File: config.mk
export PLATFORM = sky130hd
export DESIGN_NAME = mux_scan_seq
export DESIGN_NICKNAME = d
export VERILOG_FILES = /design/src/rtl/mux_scan_pkg.sv /design/src/rtl/mux_nto1.sv /design/src/rtl/mux_scan_seq.sv
export SDC_FILE = /design/constraint.sdc
export NUM_CORES = 1
export LEC_CHECK = 0
export ABC_CLOCK_PERIOD_IN_PS = 6100
export BUFFER_PORTS_ARGS = -buffer_cell sky130_fd_sc_hd__buf_2
export CAP_MARGIN = 20
export CORE_ASPECT_RATIO = 0.75
export CORE_MARGIN = 5
export CORE_UTILIZATION = 46
export DETAILED_ROUTE_END_ITERATION = 10
export PLACE_DENSITY = 0.95
export SYNTH_ARGS = -nofsm -noshare
export SYNTH_HDL_FRONTEND = slang
export SYNTH_HIERARCHICAL = 1
export SYNTH_SLANG_ARGS = --single-unit
File: constraint.sdc
create_clock -name clk -period 6.1 [get_ports clk]
set_input_delay 1.22 -clock clk [delete_from_list [all_inputs] [get_ports clk]]
set_output_delay 1.22 -clock clk [all_outputs]
set_load 0.01 [all_outputs]
File: src/rtl/mux_scan_pkg.sv
// Shared types and bounds for the scanning channel multiplexer.
package mux_scan_pkg;

  localparam int unsigned MAX_CH = 64;

  typedef enum logic [1:0] {
    IDLE     = 2'd0,
    MAN_OUT  = 2'd1,
    SCAN_OUT = 2'd2
  } state_e;

endpackage

File: src/rtl/mux_nto1.sv
// Combinational N-to-1 channel selector; an index past the last channel yields zero.
module mux_nto1
  import mux_scan_pkg::*;
#(
  parameter  int unsigned DATA_W = 8,
  parameter  int unsigned N_CH   = 8,
  localparam int unsigned SEL_W  = $clog2(N_CH)
) (
  input  logic [N_CH*DATA_W-1:0] data_in,
  input  logic [SEL_W-1:0]       idx,
  output logic [DATA_W-1:0]      y
);

  if (N_CH < 2 || N_CH > MAX_CH) begin : g_bad_n_ch
    $error("mux_nto1: N_CH must lie in 2..MAX_CH");
  end

  always_comb begin
    // NOTE: y gets a default before the loop so no path leaves it unassigned,
    // which would otherwise infer a latch.
    y = '0;
    for (int k = 0; k < int'(N_CH); k++) begin
      if (int'(idx) == k) y = data_in[k*DATA_W +: DATA_W];
    end
  end

endmodule

File: src/rtl/mux_scan_seq.sv
// Registered N-channel mux with manual capture and channel scan onto a valid/ready stream.
// Optional even parity output out_par when MUX_SCAN_PARITY_EN is defined.
module mux_scan_seq
  import mux_scan_pkg::*;
#(
  parameter  int unsigned DATA_W = 8,
  parameter  int unsigned N_CH   = 8,
  localparam int unsigned SEL_W  = $clog2(N_CH)
) (
  input  logic                   clk,
  input  logic                   rst,
  input  logic [N_CH*DATA_W-1:0] data_in,
  input  logic [SEL_W-1:0]       sel_in,
  input  logic                   sel_stb,
  input  logic                   start,
  input  logic                   out_ready,
  output logic [DATA_W-1:0]      data_out,
  output logic [SEL_W-1:0]       out_sel,
  output logic                   out_valid,
  output logic                   busy,
  output logic                   done,
`ifdef MUX_SCAN_PARITY_EN
  output logic                   out_par,
`endif
  output logic                   sel_err
);

  localparam logic [SEL_W-1:0] LAST_SEL = SEL_W'(N_CH - 1);
  localparam logic [SEL_W:0]   N_CH_X   = (SEL_W + 1)'(N_CH);

  state_e            state_q;
  logic [DATA_W-1:0] data_q;
  logic [SEL_W-1:0]  sel_q;
  logic              valid_q;
  logic              busy_q;
  logic              done_q;
  logic              err_q;

  logic [SEL_W-1:0]  mux_idx_d;
  logic [DATA_W-1:0] mux_data;
  logic              sel_ok;
  logic              last_beat;
  logic              load_d;

  // The mux looks one beat ahead: ch0 or sel_in from IDLE, the next channel while scanning.
  always_comb begin
    mux_idx_d = '0;
    if (state_q == IDLE) begin
      if (!start) mux_idx_d = sel_in;
    end else begin
      mux_idx_d = sel_q + SEL_W'(1);
    end
  end

  mux_nto1 #(
    .DATA_W (DATA_W),
    .N_CH   (N_CH)
  ) u_mux (
    .data_in (data_in),
    .idx     (mux_idx_d),
    .y       (mux_data)
  );

  assign sel_ok    = ({1'b0, sel_in} < N_CH_X);
  assign last_beat = (sel_q == LAST_SEL);
  assign load_d    = ((state_q == IDLE) && (start || (sel_stb && sel_ok))) ||
                     ((state_q == SCAN_OUT) && out_ready && !last_beat);

  // NOTE: all state here uses non-blocking assignments so every register
  // samples the pre-edge values regardless of statement order.
  always_ff @(posedge clk or posedge rst) begin
    if (rst) begin
      state_q <= IDLE;
      data_q  <= '0;
      sel_q   <= '0;
      valid_q <= 1'b0;
      busy_q  <= 1'b0;
      done_q  <= 1'b0;
      err_q   <= 1'b0;
    end else begin
      done_q <= 1'b0;
      err_q  <= 1'b0;
      if (load_d) data_q <= mux_data;
      case (state_q)
        IDLE: begin
          if (start) begin
            state_q <= SCAN_OUT;
            sel_q   <= '0;
            valid_q <= 1'b1;
            busy_q  <= 1'b1;
          end else if (sel_stb) begin
            if (sel_ok) begin
              state_q <= MAN_OUT;
              sel_q   <= sel_in;
              valid_q <= 1'b1;
              busy_q  <= 1'b1;
            end else begin
              err_q <= 1'b1;
            end
          end
        end
        MAN_OUT: begin
          if (out_ready) begin
            state_q <= IDLE;
            valid_q <= 1'b0;
            busy_q  <= 1'b0;
          end
        end
        SCAN_OUT: begin
          if (out_ready) begin
            if (last_beat) begin
              state_q <= IDLE;
              valid_q <= 1'b0;
              busy_q  <= 1'b0;
              done_q  <= 1'b1;
            end else begin
              sel_q <= sel_q + SEL_W'(1);
            end
          end
        end
        default: begin
          state_q <= IDLE;
          valid_q <= 1'b0;
          busy_q  <= 1'b0;
        end
      endcase
    end
  end

`ifdef MUX_SCAN_PARITY_EN
  logic par_q;

  always_ff @(posedge clk or posedge rst) begin
    if (rst)         par_q <= 1'b0;
    else if (load_d) par_q <= ^mux_data;
  end

  assign out_par = par_q;
`endif

  assign data_out  = data_q;
  assign out_sel   = sel_q;
  assign out_valid = valid_q;
  assign busy      = busy_q;
  assign done      = done_q;
  assign sel_err   = err_q;

endmodule

==> out/metrics.csv <==
stage,metric,value,unit
cts,ctsLongestPathBuffers,2,
floorplan,initial_utilization,47.1,%
floorplan,ios,87,
worst_setup_path,cp-end-kind,register,
worst_setup_path,reg2reg_depth,7,
synthesis,yosys-top-cells-area,"mux4_1 (29%), dfrtp_1 (28%), mux2_2 (17%)",
drt,first_pass_iters,4,
worst_setup_path,r2r_start,state_q[0]$_DFFE_PP0P_,
worst_setup_path,regToRegEndpoint,data_out[1]$_DFFE_PP0P_,
worst_setup_path,cp-start-kind,input pin,
timing,period_share,47.9,%
global_route,grt_max_degree,17,
synthesis,synth_edf_count,0,
global_route,grt_antenna_before_repair,0,
flow_run,drv_cap,0,
global_route,grt_pass1_vias,1214,
status,status,finished clean,
timing,setup_viol,0,
finish,drive_above_1_share,63.5,%
synthesis,yosysTopAreaCell,mux4_1,
worst_setup_path,cpMaxStageDelayCell,mux4_1,
hold_path,hold_path_depth,1,
synthesis,postSynthCellCount,97,
worst_setup_path,worstSetupPathType,in -> reg,
timing,fin_worst_skew,0.00308,ns
pwr,power.ir.vdd_worst,0.000211,V
worst_setup_path,crit_top_cell,mux2_2,
hold_path,min_from,data_out[0]$_DFFE_PP0P_,
worst_setup_path,rrSetupSlack,3.56,ns
cts,clk_pin_slew,0.06,ns
cts,cts_inserted_buffers,3,
place,placedCellCount,212,
pwr,p_per_area,507,nW/um2
finish,layout_common_cells,"buf_2 (85), mux2_2 (21), dfrtp_1 (15), mux4_1 (15)",
worst_setup_path,cp_data_required_time,6.23,ns
drt,viasPerCell,5.42,
cts,cts_root_buf,clkbuf_8,
cts,post_cts_resized,0,
worst_setup_path,path_cells,"buf_2, nand3b_1, o21ai_1, buf_4, mux4_1, mux2_2, mux2_2",
finish,final_common_cell,buf_2,
global_route,grt_overflow,0,
synthesis,ys_types,28,
synthesis,synthesis.nets,172,
finish,nets,254,
worst_setup_path,critPathMaxStageDelay,0.62,ns
timing,rsz0062_at_grt,no,
drt,wire_per_inst,17.9,um
place,dp_hpwl,3350,um
floorplan,rows,17,
drt,drc_errors,0,
timing,slew_viol_final,0,
worst_setup_path,cp_data_arrival_time,3.05,ns
global_route,grtUsageTotal,19.1,%
floorplan,fp.dieW,72.6,um
place,port_buffers,85,
floorplan,dieHeight,57.0,um
timing,worstMarginPinSlew,0.569,ns
cts,cts_hold_repair.buffers,0,
drt,ant_nets,0,
place,dpl_cell_area,1760,um2
finish,area_growth,33.6,%
drt,drt_iter0_markers,97,
worst_setup_path,path_max_fanout,16,
synthesis,synth_warnings,6,
finish,design_area,1810,um2
cts,clock-sinks,15,
synthesis,syn_area,1350,um2
floorplan,dieArea,4140,um2
cts,cts_tree,built,
hold_path,holdPathEnd,data_out[0]$_DFFE_PP0P_,
drt,drt-total-wl,3870,um
timing,setup_tns,0,ns
timing,fin_crit,2.92,ns
pwr,p_leak,0.894,nW
cts,clk_latency,0.24,ns
pwr,power,917,uW
timing,relSlewSlack,62.0,%
finish,antenna_cells,0,
synthesis,synthFlopType,dfrtp_1,
timing,clock.fmax,342,MHz
cts,htreeDepth,1,
cts,cts_setup_buffers,0,
timing,whs,0.511,ns
floorplan,core-area,2870,um2
synthesis,yosysSeqAreaShare,27.8,%
timing,finalHoldViolCount,0,
hold_path,hold_class,reg -> reg,
global_route,grt_first_pass_wirelength,5930,um
drt,vias,1170,
synthesis,synth-seq-cells,15,
place,place_congestion,0.851,
finish,stdcell_count,216,
synthesis,async_flop_share,100,%
synthesis,postSynthAreaPerCell,13.9,um2
synthesis,netlist.area_leader.share,29.1,%
[metrics by stage]
step                      setup slack [ns]  util, %
final                                 3.18     62.9
after global routing                  3.07     62.9
after CTS                             3.19     62.9
after detailed placement              2.93     61.4
after global placement                2.98     61.4
after floorplan                       3.18        -
[flip-flops by register name, indices dropped and copies added, names as in the netlist]
signal    cells
state_q       2
done          1
out_sel       3
data_out      8
busy          1
[worst max-delay path by stage]
stage          startpoint                 endpoint  depth (start not counted)
2_1_floorplan       start  data_out[7]$_DFFE_PP0P_                          7
3_3_place_gp        start  data_out[4]$_DFFE_PP0P_                          7
3_5_place_dp        start  data_out[1]$_DFFE_PP0P_                          7
4_1_cts             start  data_out[1]$_DFFE_PP0P_                          7
5_1_grt             start  data_out[7]$_DFFE_PP0P_                          7
6_report            start  data_out[1]$_DFFE_PP0P_                          7
[critical path, delay by kind of cell]
family	cells	cell delay, ns
mux	3	1.17
buf+inv	2	0.43
simple gates	1	0.16
compound gates	1	0.08
[kinds of logic (layout without fill, tap and decap cells)]
kind of cell    after synthesis  after routing  synth area share (%)
buf+inv                      10             91                  5.55
other cells                   1              1                 0.277
fa+ha+maj                     3              3                  2.78
compound gates               11             11                  6.75
flops                        15             15                  27.8
simple gates                 19             19                  7.77
mux                          38             38                  49.1
[layout make-up]
class                   instances  area [um2]
fillers                       260        1060
multi-input cells              72         902
repair buffers                 86         433
flip-flops and latches         15         375
well taps                      38        47.5
clock buffers                   4        45.0
inverters                       1        3.75
[routing by layer]
metal / GRT usage [%] / share of wire (%) / up-vias
li1: - / - / 558
met1: 22.3 / 37 / 565
met2: 34.1 / 56 / 37
met3: 5.11 / 4.3 / 10
met4: 5.79 / 2.4 / 0
met5: 0 / 0 / -
[cells in the mapped netlist (2+ instances only)]
master	instances
dfrtp_1	15
ha_1	3
mux2_2	21
buf_2	2
nor2b_1	5
o21ai_0	4
buf_4	3
mux4_1	15
a21oi_1	2
nand3_1	2
nand3b_1	3
nor2_1	5
nand2_1	2
[power breakdown]
| group | internal (mW) | total (mW) | switching [mW] | leakage (nW) |
|---|---|---|---|---|
| Combinational | 0.382 | 0.648 | 0.266 | 0.693 |
| Clock | 0.0462 | 0.0797 | 0.0335 | 0.0228 |
| Sequential | 0.150 | 0.189 | 0.0393 | 0.178 |
No activity file was read; power rests on OpenSTA's default activity.
